==> src/rtl/intc_pkg.sv <==
`default_nettype none
// ============================================================================
// Module   : intc_pkg
// Purpose  : Shared constants, candidate record and hold-off state encoding
//            for the one-CPU interrupt selector.
// Revision : 1.0  initial release
// ============================================================================
package intc_pkg;

  localparam logic [7:0] INTC_VEC_ERR = 8'd9;
  localparam logic [7:0] INTC_VEC_NMI = 8'd11;
  localparam logic [4:0] INTC_LVL_NMI = 5'd16;
  localparam int         INTC_GRP_SZ  = 8;

  typedef struct packed {
    logic       vld;
    logic [3:0] lvl;
    logic [7:0] idx;
  } intc_cand_t;

  typedef enum logic [1:0] {
    HOLD_IDLE  = 2'd0,
    HOLD_ACKED = 2'd1,
    HOLD_FLUSH = 2'd2
  } intc_hold_e;

  // True when candidate a should replace b: higher level, or equal level with lower index
  function automatic logic intc_better(input intc_cand_t a, input intc_cand_t b);
    return a.vld && (!b.vld || (a.lvl > b.lvl) || ((a.lvl == b.lvl) && (a.idx < b.idx)));
  endfunction

endpackage
`default_nettype wire

==> src/rtl/intc_one_sel_grp.sv <==
`default_nettype none
// ============================================================================
// Module   : intc_one_sel_grp
// Purpose  : Combinational 8-way compare: highest level wins, lowest index
//            breaks ties. Invalid entries never win.
// Revision : 1.0  initial release
// ============================================================================
module intc_one_sel_grp
  import intc_pkg::*;
(
  input  intc_cand_t [INTC_GRP_SZ-1:0] cand_i,
  output intc_cand_t                   best_o
);

  // Linear scan keeping the best candidate seen so far
  always_comb begin
    best_o = '0;
    for (int i = 0; i < INTC_GRP_SZ; i++) begin
      if (intc_better(cand_i[i], best_o)) begin
        best_o = cand_i[i];
      end
    end
  end

endmodule
`default_nettype wire

==> src/rtl/intc_one_sel.sv <==
`default_nettype none
// ============================================================================
// Module   : intc_one_sel
// Purpose  : Interrupt selector for one CPU interface. Latches normal, NMI and
//            bus-error sources into pending state, picks the best enabled
//            candidate through a two-stage registered compare and presents it
//            as sl_req_o/sl_level_o/sl_vec_o, with an ack hold-off FSM.
// Config   : INTC_ONE_SEL_SYNC_EN - adds 2-flop synchronizers on int_src_i
//            and nmi_i (input edge -> request 5 clk instead of 3 clk).
// Revision : 1.0  initial release
// ============================================================================
module intc_one_sel
  import intc_pkg::*;
#(
  parameter int REG_NUM  = 1,
  parameter int VEC_BASE = 64
) (
  input  logic                    clk,
  input  logic                    rst,
  input  logic [REG_NUM*32-1:0]   int_src_i,
  input  logic [REG_NUM*32-1:0]   int_edge_i,
  input  logic [REG_NUM*32-1:0]   int_en_i,
  input  logic [REG_NUM*128-1:0]  int_lvl_i,
  input  logic                    nmi_i,
  input  logic                    err_i,
  input  logic [3:0]              imask_i,
  input  logic [REG_NUM*32-1:0]   cp_intack_i,
  input  logic                    cp_intack_nmi_i,
  input  logic                    cp_intack_err_i,
  input  logic                    cp_intack_all_i,
  output logic                    sl_req_o,
  output logic [4:0]              sl_level_o,
  output logic [7:0]              sl_vec_o,
  output logic [REG_NUM*32-1:0]   pend_o
);

  localparam int N    = REG_NUM * 32;
  localparam int NGRP = N / INTC_GRP_SZ;
  localparam int NS2  = (NGRP + INTC_GRP_SZ - 1) / INTC_GRP_SZ;

  logic [N-1:0] src_sync;
  logic         nmi_sync;

`ifdef INTC_ONE_SEL_SYNC_EN
  logic [N-1:0] src_m_q, src_s_q;
  logic         nmi_m_q, nmi_s_q;

  // Two-flop synchronizers for the asynchronous source and NMI lines
  always_ff @(posedge clk or posedge rst) begin
    if (rst) begin
      src_m_q <= '0;
      src_s_q <= '0;
      nmi_m_q <= 1'b0;
      nmi_s_q <= 1'b0;
    end else begin
      src_m_q <= int_src_i;
      src_s_q <= src_m_q;
      nmi_m_q <= nmi_i;
      nmi_s_q <= nmi_m_q;
    end
  end

  assign src_sync = src_s_q;
  assign nmi_sync = nmi_s_q;
`else
  assign src_sync = int_src_i;
  assign nmi_sync = nmi_i;
`endif

  // ---------------------------------------------------------------- pending
  logic [N-1:0] src_prev_q, pend_q, pend_d;
  logic         nmi_prev_q, nmi_pend_q, nmi_pend_d;
  logic         err_pend_q, err_pend_d;

  // Next pending state: a new edge beats a same-cycle ack; level sources follow the line
  always_comb begin
    pend_d     = (int_edge_i & ((src_sync & ~src_prev_q) | (pend_q & ~cp_intack_i)))
               | (~int_edge_i & src_sync);
    nmi_pend_d = (nmi_sync & ~nmi_prev_q) | (nmi_pend_q & ~cp_intack_nmi_i);
    err_pend_d = err_i | (err_pend_q & ~cp_intack_err_i);
  end

  // Pending registers and edge-detect history
  always_ff @(posedge clk or posedge rst) begin
    if (rst) begin
      src_prev_q <= '0;
      pend_q     <= '0;
      nmi_prev_q <= 1'b0;
      nmi_pend_q <= 1'b0;
      err_pend_q <= 1'b0;
    end else begin
      src_prev_q <= src_sync;
      pend_q     <= pend_d;
      nmi_prev_q <= nmi_sync;
      nmi_pend_q <= nmi_pend_d;
      err_pend_q <= err_pend_d;
    end
  end

  assign pend_o = pend_q;

  // ---------------------------------------------------------------- stage 1
  intc_cand_t [N-1:0]    cand;
  intc_cand_t [NGRP-1:0] grp_d, grp_q;
  logic                  err_s1_q, nmi_s1_q;

  // Per-source candidate records; a level of zero never qualifies
  always_comb begin
    cand = '0;
    for (int i = 0; i < N; i++) begin
      cand[i].vld = pend_q[i] & int_en_i[i] & (int_lvl_i[4*i +: 4] != 4'd0);
      cand[i].lvl = int_lvl_i[4*i +: 4];
      cand[i].idx = 8'(i);
    end
  end

  for (genvar g = 0; g < NGRP; g++) begin : g_grp
    intc_one_sel_grp u_grp (
      .cand_i (cand[g*INTC_GRP_SZ +: INTC_GRP_SZ]),
      .best_o (grp_d[g])
    );
  end

  // Stage-1 registers: group winners plus delayed ERR/NMI so all paths see equal latency
  always_ff @(posedge clk or posedge rst) begin
    if (rst) begin
      grp_q    <= '0;
      err_s1_q <= 1'b0;
      nmi_s1_q <= 1'b0;
    end else begin
      grp_q    <= grp_d;
      err_s1_q <= err_pend_q;
      nmi_s1_q <= nmi_pend_q;
    end
  end

  // ---------------------------------------------------------------- stage 2
  intc_cand_t [NS2*INTC_GRP_SZ-1:0] s2_in;
  intc_cand_t [NS2-1:0]             s2_best;
  intc_cand_t                       best;

  // Pad the group winners out to whole 8-way compare blocks
  always_comb begin
    s2_in          = '0;
    s2_in[NGRP-1:0] = grp_q;
  end

  for (genvar g = 0; g < NS2; g++) begin : g_s2
    intc_one_sel_grp u_s2 (
      .cand_i (s2_in[g*INTC_GRP_SZ +: INTC_GRP_SZ]),
      .best_o (s2_best[g])
    );
  end

  if (NS2 == 1) begin : g_s2_single
    assign best = s2_best[0];
  end else begin : g_s2_tree
    intc_cand_t [INTC_GRP_SZ-1:0] fin_in;

    // Second-level compare over the per-block winners
    always_comb begin
      fin_in          = '0;
      fin_in[NS2-1:0] = s2_best;
    end

    intc_one_sel_grp u_fin (
      .cand_i (fin_in),
      .best_o (best)
    );
  end

  // ---------------------------------------------------------------- hold-off FSM
  intc_hold_e hold_q, hold_d;
  logic [1:0] cnt_q, cnt_d;

  // Suppress requests while an ack is in flight and for two cycles after it closes
  always_comb begin
    hold_d = hold_q;
    cnt_d  = cnt_q;
    case (hold_q)
      HOLD_IDLE: begin
        if (cp_intack_all_i) hold_d = HOLD_ACKED;
      end
      HOLD_ACKED: begin
        if (!cp_intack_all_i) begin
          hold_d = HOLD_FLUSH;
          cnt_d  = 2'd2;
        end
      end
      HOLD_FLUSH: begin
        if (cp_intack_all_i) begin
          hold_d = HOLD_ACKED;
        end else begin
          cnt_d = cnt_q - 2'd1;
          if (cnt_d == 2'd0) hold_d = HOLD_IDLE;
        end
      end
      default: hold_d = HOLD_IDLE;
    endcase
  end

  // ---------------------------------------------------------------- output
  logic       req_raw, sl_req_d;
  logic [4:0] sl_level_d;
  logic [7:0] sl_vec_d;
  logic       sl_req_q;
  logic [4:0] sl_level_q;
  logic [7:0] sl_vec_q;

  // Final priority ERR > NMI > masked normal; level/vec hold when nothing qualifies
  always_comb begin
    req_raw    = 1'b1;
    sl_level_d = sl_level_q;
    sl_vec_d   = sl_vec_q;
    if (err_s1_q) begin
      sl_level_d = INTC_LVL_NMI;
      sl_vec_d   = INTC_VEC_ERR;
    end else if (nmi_s1_q) begin
      sl_level_d = INTC_LVL_NMI;
      sl_vec_d   = INTC_VEC_NMI;
    end else if (best.vld && (best.lvl > imask_i)) begin
      sl_level_d = {1'b0, best.lvl};
      sl_vec_d   = 8'(VEC_BASE) + best.idx;
    end else begin
      req_raw    = 1'b0;
    end
    sl_req_d = req_raw && (hold_d == HOLD_IDLE);
  end

  // Output registers and hold-off state
  always_ff @(posedge clk or posedge rst) begin
    if (rst) begin
      sl_req_q   <= 1'b0;
      sl_level_q <= '0;
      sl_vec_q   <= '0;
      hold_q     <= HOLD_IDLE;
      cnt_q      <= '0;
    end else begin
      sl_req_q   <= sl_req_d;
      sl_level_q <= sl_level_d;
      sl_vec_q   <= sl_vec_d;
      hold_q     <= hold_d;
      cnt_q      <= cnt_d;
    end
  end

  assign sl_req_o   = sl_req_q;
  assign sl_level_o = sl_level_q;
  assign sl_vec_o   = sl_vec_q;

endmodule
`default_nettype wire

==> config.mk <==
export PLATFORM = sky130hd
export DESIGN_NAME = intc_one_sel
export DESIGN_NICKNAME = d
export VERILOG_FILES = /design/src/rtl/intc_pkg.sv /design/src/rtl/intc_one_sel_grp.sv /design/src/rtl/intc_one_sel.sv
export SDC_FILE = /design/constraint.sdc
export NUM_CORES = 1
export LEC_CHECK = 0
export ABC_AREA = 1
export ABC_CLOCK_PERIOD_IN_PS = 8450
export CORE_ASPECT_RATIO = 1.75
export CORE_UTILIZATION = 43
export CTS_CLUSTER_DIAMETER = 30
export DETAILED_ROUTE_END_ITERATION = 8
export PLACE_DENSITY = 0.78
export SLEW_MARGIN = 20
export SYNTH_ARGS = -nofsm -noshare
export SYNTH_HDL_FRONTEND = slang
export SYNTH_SLANG_ARGS = --single-unit
==> constraint.sdc <==
create_clock -name clk -period 8.45 [get_ports clk]
set_clock_uncertainty 0.05 [all_clocks]
set_input_delay 1.69 -clock clk [delete_from_list [all_inputs] [get_ports clk]]
set_output_delay 1.69 -clock clk [all_outputs]
set_load 0.03 [all_outputs]
# After elaboration in Yosys (flattened, before gate mapping)
# Index checks and enable logic that the tools add are counted.
word_totals:
  elab_cells: 453
  output_inout_bits: 46
  ff_bits: 139
  in_bits: 267
op_classes:
  add_sub_neg: 2
  muxes: 53
  n_eq_ne: 35
  order_cmp: 63
  reduce_logical: 195
  n_bitwise: 81
ops:
  columns: ["cell", "count"]
  rows:
  - ["two-way mux 13 bit", 36]
  - ["AND 32 bit", 4]
  - ["> comparator 4 bit", 32]
  - ["nonzero test 4 bit", 32]
  - ["equality test 4 bit", 31]
  - ["< comparator 5 x 8 -> 1 bit (first input constant)", 14]
  - ["inverter 32 bit", 3]
  - ["AND 1 bit", 67]
  - ["logical AND 1 bit", 64]
  - ["bitwise OR 32 bit", 2]
  - ["logical OR 1 bit", 62]
  - ["< comparator 4 x 8 -> 1 bit (first input constant)", 7]
  - ["< comparator 3 x 8 -> 1 bit (first input constant)", 4]
  - ["zero test 1 bit", 31]
  - ["< comparator 8 bit", 3]
  - ["two-way mux 8 bit", 3]
  - ["< comparator 2 x 8 -> 1 bit (first input constant)", 2]
  - ["two-way mux 5 bit", 3]
  - ["two-way mux 2 bit", 6]
  - ["adder 7 x 8 -> 8 bit (first input constant)", 1]
  - ["< comparator 1 x 8 -> 1 bit (first input constant)", 1]
  - ["zero test 2 bit", 3]
  - ["one-hot mux 2 bit (3 select lines)", 1]
  - ["inequality test 2 bit (second input constant)", 2]
  - ["other kinds (10)", 15]

# Depth between registers and ports, before layout
# Gate-level depths: netlist (run 1).
depth:
  ltp_word: 38
  depth_mapped: 73
  ltp_nobuf: 71

# By module
# Synthesis (run 1) repeated with hierarchy kept, for this count alone.
unflattened:
  cells_unflattened: 3039
  hier_area_um2: 19606.3
by_module_without_submodules:
  columns: ["mod", "area_each_um2", "n_inst", "cells_per_inst", "seq_area_each_um2"]
  rows:
  - ["intc_one_sel_grp at g_grp[0].u_grp ...", 2921.6, 3, 522, 0.0]
  - ["intc_one_sel_grp at g_grp[1].u_grp ...", 2912.8, 2, 521, 0.0]
  - ["intc_one_sel", 5016.1, 1, 431, 3478.3]

# Least setup slack after synthesis (run 1)
# Ideal clock, no wire load.
synth_timing:
  path_kind: "input to register"
  from: "input port int_lvl_i[0]"
  to: "register grp_q[10] (netlist bit)"
  setup_ns: 0.078
  t_required_ns: 8.322
  arrival_time_ns: 9.534
  cell_stages: 68
  n_path_buf: 2
  path_slack_ns: -1.211
  cell_sequence: "nor4_2 nor2_1 nand2_1 ha_1 inv_1 nor2_1 o21bai_1 nand2_1 o21ai_0 nand2_1 nand2_2 nand2_1 o21ai_1 ha_1 inv_1 nor2_1 o21bai_1 nand2_1 (+32 left out) nor2_1 o21bai_1 nand2_1 o21ai_0 nand2_1 nand2_1 buf_1 nand2_1 o21ai_2 ha_1 inv_1 nor2_1 o211ai_1 a21boi_0 o21ai_0 clkbuf_1 nor2_1 a21oi_1"
synth_rtl:
  columns: ["element", "line_no", "rtl"]
  rows:
  - ["start, declared", "intc_one_sel.sv:23", "input logic [REG_NUM*128-1:0] int_lvl_i,"]
  - ["end signal, assigned", "intc_one_sel.sv:131", "grp_q <= grp_d;"]
  - ["end, declared", "intc_one_sel.sv:104", "intc_cand_t [NGRP-1:0] grp_d, grp_q;"]

==> out/summary.txt, run 1 <==
Worst path slowest cell: nor4_4
Max-cap violations: 0
Clk buf depth: 2
Clk root buf: clkbuf_16
Total power: 0.00411 W
Hold/Removal Path Class: register to register
GRT Overall Usage: 31.3%
Clk pin slew, worst setup/hold paths: 0.06 ns
Leakage: 8.58 nW
Synth warn: 0
H-tree Lvls: 4
Mapped Area: 9670 um2
Final hold viol count: 0
Synthesis-to-finish area growth: 84.9%
DRT Wirelength: 41.4 mm
FP Rows: 72
Crit path kind: input pin to register
Status: finished with violations
Crit path largest cell delay: 0.39 ns
Least-Margin Pin Slew: 0.809 ns
Multi-input logic area: 7800 um2
Die Wd: 115 um
Antenna violations before repair: 4
Failing checks: setup timing
Highest Clock Rate: 101 MHz
DP HPWL: 25.0 mm
Startpoint types: input pin
RSZ-0062 raised after global routing: true
Library cells used by synthesis: 36
Pwr dens: 230 nW/um2
Crit. End Element: register
Core area: 22,100 um2
Register area share after synthesis: 31.0%
First-pass DRT Iterations: 8
Period utilisation layout: 117%
DR vias: 12,402
Register Area: 3000 um2
TritonCTS Buffers: 17
Gp weighted congestion: 0.887
Io pins: 313
Crit path time final: 9.92 ns
Max rail drop VDD: 0.167 mV
Initial cell density of the core: 43.8%
Worst rel slew slack: 46.0%
Wire length per cell: 18.5 um
Critical path fanouts, max: 8
Register bit total from synthesis: 120
Largest net degree at the start of global routing: 63
Syn Area/Cell: 7.52 um2
Clock sink count: 120
Share of cells above drive strength 1: 38.0%
GRT overflow: 0
CTS tree: done
Number of global-route vias before repair: 12,739
# nets final: 2,325
WHS: 0.326 ns
Crit path top cell by count: nand2_1
Wire length of the first global-routing pass: 56.5 mm
Die height: 200 um
Vias/cell: 5.55
Setup violators final: 34
CP required: 8.72 ns
# hold bufs at CTS: 0
Max-slew violations: 0
Antenna-violating nets left: 0
DR iter-0 viols: 763
FILL cells: 1,268
R2R Setup Slk: -0.33 ns
Latest clock arrival within the worst-skew pair: 0.45 ns
Synthesized instance count: 1,286
Final worst slack: -1.47 ns
Die ar.: 23,100 um2
Crit path DAT: 10.20 ns
DRC: 0
PortBufs: 310
[cell usage after synthesis (all sizes together)]
| library cell | number | area [um2] |
|---|---|---|
| nand2 | 409 | 1590 |
| inv | 145 | 544 |
| o21ai | 140 | 885 |
| ha | 137 | 1710 |
| dfrtp | 120 | 3000 |
| nor2 | 96 | 360 |
| a21oi | 53 | 265 |
| a32o | 33 | 330 |
| nand3 | 32 | 165 |
| nor4 | 30 | 213 |
| o21bai | 19 | 143 |
| nand4 | 11 | 68.8 |
| o211ai | 9 | 67.6 |
| clkbuf | 8 | 30.0 |
| buf | 7 | 37.5 |
| a21boi | 6 | 45.0 |
| o22ai | 5 | 31.3 |
| and2 | 4 | 25.0 |
| nor3 | 4 | 20.0 |
| a2bb2oi | 3 | 26.3 |
| nand3b | 3 | 22.5 |
| o2111ai | 3 | 26.3 |
| or2 | 3 | 18.8 |
| or4 | 3 | 22.5 |
| conb | 1 | 3.75 |
| o31ai | 1 | 7.51 |
| or3 | 1 | 6.26 |
[state kept, by name, indices dropped and copies added, names as in the netlist, 2 cells and up]
register	cells
cnt_q	2
grp_q	35
hold_q	2
sl_vec_o	6
src_prev_q	32
pend_o	32
sl_level_o	5
[path summary, 6_finish.rpt]
path	end	cells past startpoint	from
worst max-delay path	grp_q[28]$_DFF_PP0_	69	int_lvl_i[66]
worst max register to register	grp_q[28]$_DFF_PP0_	67	pend_o[16]$_DFF_PP0_
worst min register to register	nmi_s1_q$_DFF_PP0_	0	nmi_pend_q$_DFF_PP0_
max in group asynchronous	cnt_q[0]$_DFFE_PP0P_	3	rst
worst min-delay path	nmi_s1_q$_DFF_PP0_	0	nmi_pend_q$_DFF_PP0_
min in group asynchronous	src_prev_q[2]$_DFF_PP0_	2	rst
[critical path: cells and delay by family]
family,cells,cell delay [ns]
fa+ha+maj,6,1.51
compound gates,17,1.97
simple gates,31,3.20
buf+inv,15,1.85
[cells by family (layout without fill, tap and decap cells)]
family / Yosys count / after routing / share of synthesized area (%)
AOI/OAI and AO/OA: 272 / 272 / 18.9
adders and majority gates: 137 / 137 / 17.7
buffers and inverters: 160 / 796 / 6.33
DFF: 120 / 120 / 31.0
other: 1 / 6 / 0.0388
and+or+nand+nor: 596 / 607 / 26.0
[per-layer routing]
metal  GRT usage [%]  part of all wire (%)
met1            27.6                    32
met2            61.5                    55
met3            5.17                   5.3
met4            21.4                   7.9
met5               0                     0
[layout by cell type, fill, tap and decap left out, types with 18 or more instances in the layout]
cell	synthesis	routed
nand2_1	391	262
nand3_1	31	23
a21oi_1	53	37
o21ai_2	49	87
nand2_2	16	115
ha_1	137	98
clkbuf_16	0	18
clkdlybuf4s50_1	0	289
nand2_4	2	41
inv_1	145	130
nor2_1	96	73
buf_4	2	291
a32o_1	33	33
o21ai_0	69	23
nor4_1	26	26
dfrtp_1	120	120
ha_4	0	33
buf_6	0	19
[final cells by class]
class,count,share of cell area [%]
Timing Repair Buffer,619,30.8
Clock buffer,18,2.40
Clock inverter,14,1.23
Antenna cell,4,0.0560
Inverter,145,3.06
Tap cell,296,2.07
Multi-Input combinational cell,1018,43.6
Sequential cell,120,16.8
[report_power, final]
group	switching, W	leakage, nW	internal, W	total (W)
combinational	0.00142	6.85	0.00115	0.00257
sequential	0.0000596	1.41	0.000668	0.000728
clock	0.000290	0.315	0.000524	0.000814
total	0.00177	8.58	0.00234	0.00411
[what timing repair did]
action	in CTS	in global routing
buffers inserted	86	43
pin swaps	134	207
cloned	13	0
endpoints found under the setup margin	34	34
resized for setup	191	212
[through the flow]
step	worst slack, ns	std cells	instance area [um2]	setup TNS, ns	util, %
floorplan	-0.456	1287	10100	-13.41	-
global placement	-1.53	2058	14800	-44.74	67.1
detailed placement	-1.75	2058	14800	-55.53	67.1
CTS	-0.977	2189	16700	-23.16	75.5
global route	-2.23	2233	17900	-57.61	81.0
finish	-1.47	2234	17900	-39.20	81.0
No activity file was read; power rests on OpenSTA's default activity.
==> run 2, diff against run 1 <==
--- a/config.mk
+++ b/config.mk
@@ -11,7 +11,8 @@
 export CORE_UTILIZATION = 43
 export CTS_CLUSTER_DIAMETER = 30
 export DETAILED_ROUTE_END_ITERATION = 8
-export PLACE_DENSITY = 0.78
+export PLACE_DENSITY_LB_ADDON = 0.15
+export REMOVE_ABC_BUFFERS = 1
 export SLEW_MARGIN = 20
 export SYNTH_ARGS = -nofsm -noshare
 export SYNTH_HDL_FRONTEND = slang
==> out/summary.txt, run 2 (synthesis gave the netlist of run 1 again) <==
Crit path from: int_lvl_i[33]
Commonest non-fill, non-tap cells in the layout: buf_4 (352), clkdlybuf4s50_1 (289), nand2_1 (262)
Die Wd: 115 um (unchanged)
Design area: 19,200 um2 (+7.2%)
Crit path DAT: 10.96 ns (+0.76 ns)
Core area: 22,100 um2 (unchanged)
Placed Area: 14,500 um2 (-1.9%)
Crit path top cell by count: nand2_1
Least-Margin Pin Slew: 1.17 ns (+0.365 ns)
Crit path time final: 10.66 ns (+0.733 ns)
GRT overflow: 0 (unchanged)
PortBufs: 310 (unchanged)
Vias/cell: 5.92 (+6.7%)
GRT Overall Usage: 33.2% (+1.9 points)
Die height: 200 um (unchanged)
RSZ-0062 raised after global routing: true
Min-Delay Path Depth: 0 (unchanged)
First-pass DRT Iterations: 6 (-2)
DP HPWL: 24.8 mm (-0.64%)
Max reg flops: 35 (unchanged)
DR vias: 13,701 (+10%)
CP top delay family: simple AND/OR/NAND/NOR gates
Buf/Inv on CP: 6 (-9)
DRT Wirelength: 53.4 mm (+29%)
Crit. End Element: register
Worst Hold Launch: err_pend_q$_DFF_PP0_
DR iter-0 viols: 1,128 (+48%)
Die ar.: 23,100 um2 (unchanged)
Hold/Removal Path Class: register to register
Highest Clock Rate: 93.8 MHz (-6.9%)
Reg2reg start: pend_o[8]$_DFF_PP0_
CP required: 8.75 ns (+0.03 ns)
Antenna violations before repair: 4 (unchanged)
Max-cap violations: 0 (unchanged)
Clock sink count: 120 (unchanged)
Hold Crit Endpoint: err_s1_q$_DFF_PP0_
Io pins: 313 (unchanged)
Synthesis-to-finish area growth: 98.2%
H-tree Lvls: 4 (unchanged)
Largest net degree at the start of global routing: 75 (+19%)
Commonest non-fill, non-tap cell in the layout: buf_4
R2R Setup Slk: -1.12 ns (-0.79 ns)
Critical path fanouts, max: 8 (unchanged)
Failing checks: setup timing
Pwr dens: 229 nW/um2 (-0.46%)
Most flops, register: grp_q
Max rail drop VDD: 0.155 mV (-7.6%)
Period utilisation layout: 126% (+8.7 points)
Worst r2r dst: grp_q[23]$_DFF_PP0_
Worst path slowest cell: a21oi_2
Final worst slack: -2.21 ns (-0.733 ns)
Startpoint types: input pin
Clk buf depth: 2 (unchanged)
Leakage: 9.07 nW (+5.7%)
Crit path largest cell delay: 0.40 ns (about the same)
FP Rows: 72 (unchanged)
WHS: 0.337 ns (+0.0108 ns)
Latest clock arrival within the worst-skew pair: 0.45 ns (about the same)
Worst r2r path cells: 66 (-1.5%)
Number of global-route vias before repair: 13,340 (+4.7%)
Share of cells above drive strength 1: 42.2% (+4.2 points)
Gp weighted congestion: 0.875 (-1.4%)
Clk pin slew, worst setup/hold paths: 0.06 ns (about the same)
CTS tree: done
Final hold viol count: 0 (unchanged)
# nets final: 2,406 (+3.5%)
FILL cells: 1,031 (-19%)
Clk root buf: clkbuf_16
DRC: 0 (unchanged)
Setup violators final: 34 (unchanged)
Wire length per cell: 23.1 um (+25%)
Antenna-violating nets left: 0 (unchanged)
Initial cell density of the core: 43.8% (unchanged)
Max-slew violations: 0 (unchanged)
Wire length of the first global-routing pass: 60.1 mm (+6.4%)
Worst rel slew slack: 21.0% (-25 points)
TritonCTS Buffers: 17 (unchanged)
Status: finished with violations
Crit path kind: input pin to register
==> run 2: changes by cell type in the layout (fill, tap and decap cells not counted), moves of 4 or more <==
cell / previous run / this run
buf_4: 291 / 352
buf_6: 19 / 47
ha_1: 98 / 74
ha_2: 6 / 13
ha_4: 33 / 50
nand2_2: 115 / 95
nand2_4: 41 / 52
nor2_1: 73 / 66
nor2_4: 13 / 17
o21ai_1: 15 / 21
o21ai_2: 87 / 56
o21ai_4: 15 / 43
==> run 2: worst register-to-register path, delay by kind of cell, from the launching register on <==
kind	cells	cell delay [ns]
buffers and inverters	5	0.73
adders and majority gates	7	2.03
DFF	1	0.39
AOI/OAI and AO/OA	21	2.86
and+or+nand+nor	33	3.45
==> run 2: worst max path at each step <==
stage,endpoint,cells past startpoint
after floorplan,grp_q[8]$_DFF_PP0_,65
after global placement,grp_q[22]$_DFF_PP0_,66
after detailed placement,grp_q[22]$_DFF_PP0_,67
after CTS,grp_q[36]$_DFF_PP0_,70
after global routing,grp_q[23]$_DFF_PP0_,66
final,grp_q[23]$_DFF_PP0_,67
==> run 2: metal layers <==
metal  track usage [%]  part of all wire [%]  up-vias
li1                  -                     -     5826
met1              29.2                    29     6376
met2              64.3                    50     1026
met3              5.87                   9.9      471
met4              24.4                    11        2
met5                 0                 0.021        -
==> run 2: layout make-up <==
| cell class | instances | area (um2) | share of cell area, % |
|---|---|---|---|
| multi-input cells | 1011 | 8300 | 43.3 |
| diodes | 2 | 5.00 | 0.0261 |
| inverters | 145 | 549 | 2.86 |
| clock buffers | 19 | 443 | 2.31 |
| repair buffers | 707 | 6270 | 32.7 |
| clock inverters | 13 | 240 | 1.25 |
| well taps | 296 | 370 | 1.93 |
| flip-flops and latches | 120 | 3000 | 15.7 |
==> run 2: where the power goes <==
part	switching, W	internal (W)
Sequential	0.0000637	0.000668
Combinational	0.00155	0.00123
Clock	0.000308	0.000565
==> run 2: per-stage QoR <==
stage	total power, W	utilization [%]	worst slack, ns	std cells	TNS [ns]
2_1_floorplan	0.00201	-	-1.29	1272	-36.37
3_3_place_gp	0.00266	65.8	-2.21	2069	-61.38
3_5_place_dp	0.00272	65.8	-2.36	2069	-69.60
4_1_cts	0.00384	78.1	-0.942	2262	-24.89
5_1_grt	0.00467	86.9	-2.78	2313	-76.87
6_report	0.00439	86.9	-2.21	2313	-62.03
==> run 2: repair_timing <==
action	in CTS	in global routing
endpoints found under the setup margin	34	34
setup buffers	155	55
hold endpoints to repair	0	0
hold buffers	0	0
pin swaps	179	236
cloned	8	1
resized for setup	326	326
==> run 3, diff against run 2 <==
--- a/config.mk
+++ b/config.mk
@@ -11,6 +11,7 @@
 export CORE_UTILIZATION = 43
 export CTS_CLUSTER_DIAMETER = 30
 export DETAILED_ROUTE_END_ITERATION = 8
+export GPL_TIMING_DRIVEN = 0
 export PLACE_DENSITY_LB_ADDON = 0.15
 export REMOVE_ABC_BUFFERS = 1
 export SLEW_MARGIN = 20
==> out/summary.txt, run 3 (synthesis gave the netlist of run 1 again) <==
Status: finished with violations
Failing checks: setup timing
RSZ-0062 raised after global routing: true
DRT Wirelength: 36.8 mm (-31%)
Wire length of the first global-routing pass: 51.7 mm (-14%)
Die Wd: 115 um (unchanged)
Placed Area: 13,100 um2 (-9.7%)
Max-cap violations: 0 (unchanged)
Crit path to: grp_q[21]$_DFF_PP0_
Most flops, register: grp_q
Highest Clock Rate: 103 MHz (+10%)
Max-slew violations: 0 (unchanged)
H-tree Lvls: 4 (unchanged)
Critical path depth: 66 (-1.5%)
First-pass DRT Iterations: 7 (+1)
Pwr dens: 226 nW/um2 (-1.3%)
Crit path DAT: 9.95 ns (-1.01 ns)
Synthesis-to-finish area growth: 77.7%
Design area: 17,200 um2 (-10%)
WHS: 0.322 ns (-0.0147 ns)
Initial cell density of the core: 43.8% (unchanged)
Io pins: 313 (unchanged)
Worst rel slew slack: 60.1% (+39 points)
Fin util: 77.9% (-9.0 points)
Worst r2r path cells: 65 (-1.5%)
Internal power: 0.00220 W (-11%)
Max rail drop VDD: 0.194 mV (+26%)
DRC: 0 (unchanged)
Reg2reg start: pend_o[8]$_DFF_PP0_
Hold/Removal Path Class: register to register
Final worst slack: -1.23 ns (+0.982 ns)
Worst r2r dst: grp_q[21]$_DFF_PP0_
Clk root buf: clkbuf_16
Switching Share: 43.4% (-0.43 points)
DP HPWL: 22.5 mm (-9.5%)
Leakage: 7.97 nW (-12%)
Max reg flops: 35 (unchanged)
Critical path fanouts, max: 8 (unchanged)
Number of global-route vias before repair: 11,588 (-13%)
FP Rows: 72 (unchanged)
Antenna violations before repair: 3 (-1)
Crit path time final: 9.68 ns (-0.982 ns)
Period utilisation layout: 115% (-12 points)
CTS tree: done
Share of power burned in registers: 18.7% (+2.0 points)
Setup TNS: -34.78 ns (+27.24 ns)
Crit path from: int_lvl_i[33]
GRT overflow: 0 (unchanged)
Worst path slowest cell: nor4_4
Largest net degree at the start of global routing: 74 (-1.3%)
CP required: 8.73 ns (-0.02 ns)
Final hold viol count: 0 (unchanged)
DR iter-0 viols: 446 (-60%)
Core area: 22,100 um2 (unchanged)
Antenna-violating nets left: 0 (unchanged)
Clk pwr share: 18.9% (-1.0 points)
Gp weighted congestion: 0.889 (+1.7%)
Commonest non-fill, non-tap cell in the layout: clkdlybuf4s50_1
Latest clock arrival within the worst-skew pair: 0.44 ns (about the same)
Clk pin slew, worst setup/hold paths: 0.05 ns (about the same)
Crit. End Element: register
R2R Setup Slk: -0.24 ns (+0.88 ns)
Crit path kind: input pin to register
TritonCTS Buffers: 17 (unchanged)
Crit path largest cell delay: 0.38 ns (-0.02 ns)
GRT Overall Usage: 28.6% (-4.6 points)
PortBufs: 310 (unchanged)
Die height: 200 um (unchanged)
Buf/Inv on CP: 5 (-1)
CP top delay family: simple AND/OR/NAND/NOR gates
Share of cells above drive strength 1: 33.4% (-8.8 points)
Die ar.: 23,100 um2 (unchanged)
Startpoint types: input pin
Power share of the combinational group: 62.3% (-1.1 points)
Commonest non-fill, non-tap cells in the layout: clkdlybuf4s50_1 (287), nand2_1 (270), buf_4 (146)
Vias/cell: 5.42 (-8.5%)
Wire length per cell: 17.6 um (-24%)
Least-Margin Pin Slew: 0.597 ns (-0.577 ns)
Clock sink count: 120 (unchanged)
# hold bufs at CTS: 0 (unchanged)
# nets final: 2,185 (-9.2%)
Total power: 0.00388 W (-11%)
DR vias: 11,321 (-17%)
Clk buf depth: 2 (unchanged)
Setup violators final: 34 (unchanged)
Psw: 0.00169 W (-12%)
## run 3: cell count changes in the layout (fill, tap and decap cells not counted), sizes merged, moves of 3 or more
cell           delta
buf             -228
nand2             +6
dlygate4sd2       +4
inv               -3
clkdlybuf4s15     -3
bufinv            -3
## run 3: timing repair
| action | CTS | global route |
|---|---|---|
| setup endpoints to repair | 34 | 34 |
| resized for setup | 346 | 243 |
| buffers inserted | 112 | 54 |
| pin swaps | 176 | 211 |
| gates cloned | 13 | 0 |
## run 3: cell type report
class                      instances  area, um2
multi-input combinational       1019       8210
fill                            1474       4880
timing repair buffer             478       4470
sequential                       120       3000
inverter                         145        549
clock buffer                      20        457
tap                              296        370
clock inverter                     9        126
antenna                            2       5.00
## run 3: worst register-to-register path: cells and delay by family (launching register included)
kind / cells / cell delay [ns]
flops: 1 / 0.40
simple gates: 33 / 3.20
compound gates: 21 / 2.52
fa+ha+maj: 7 / 2.07
buf+inv: 4 / 0.32
## run 3: worst min-delay path by stage
stage / slack, ns / depth (start not counted) / start / endpoint
6_report: 0.32 / 0 / err_pend_q$_DFF_PP0_ / err_s1_q$_DFF_PP0_
5_1_grt: 0.33 / 0 / err_pend_q$_DFF_PP0_ / err_s1_q$_DFF_PP0_
4_1_cts: 0.32 / 0 / err_pend_q$_DFF_PP0_ / err_s1_q$_DFF_PP0_
3_5_place_dp: 0.32 / 0 / err_pend_q$_DFF_PP0_ / err_s1_q$_DFF_PP0_
3_3_place_gp: 0.31 / 0 / err_pend_q$_DFF_PP0_ / err_s1_q$_DFF_PP0_
2_1_floorplan: 0.30 / 0 / err_pend_q$_DFF_PP0_ / err_s1_q$_DFF_PP0_
## run 3: through the flow
| stage | cells | setup WS [ns] |
|---|---|---|
| floorplan | 1272 | -1.29 |
| global placement | 1878 | -2.89 |
| detailed placement | 1879 | -3.14 |
| CTS | 2033 | -0.890 |
| global route | 2089 | -1.73 |
| finish | 2089 | -1.23 |
## run 3: power groups by stage
stage / sequential (W) / combinational, W / clock [W]
final: 0.000727 / 0.00242 / 0.000735
after CTS: 0.000727 / 0.00210 / 0.000748
after detailed placement: 0.000733 / 0.00181 / 0
after global routing: 0.000738 / 0.00270 / 0.000769
after floorplan: 0.000771 / 0.00124 / 0
after global placement: 0.000733 / 0.00176 / 0
## run 3: layer usage
layer  vias up  track usage, %  share of wire [%]  routed length, um
met3       182            7.14                6.0               2190
met2       452            56.1                 57              20800
met5         -               0                  0                  0
met4         0            17.1                6.6               2410
li1       5400               -                  -                  -
met1      5287            24.9                 31              11400
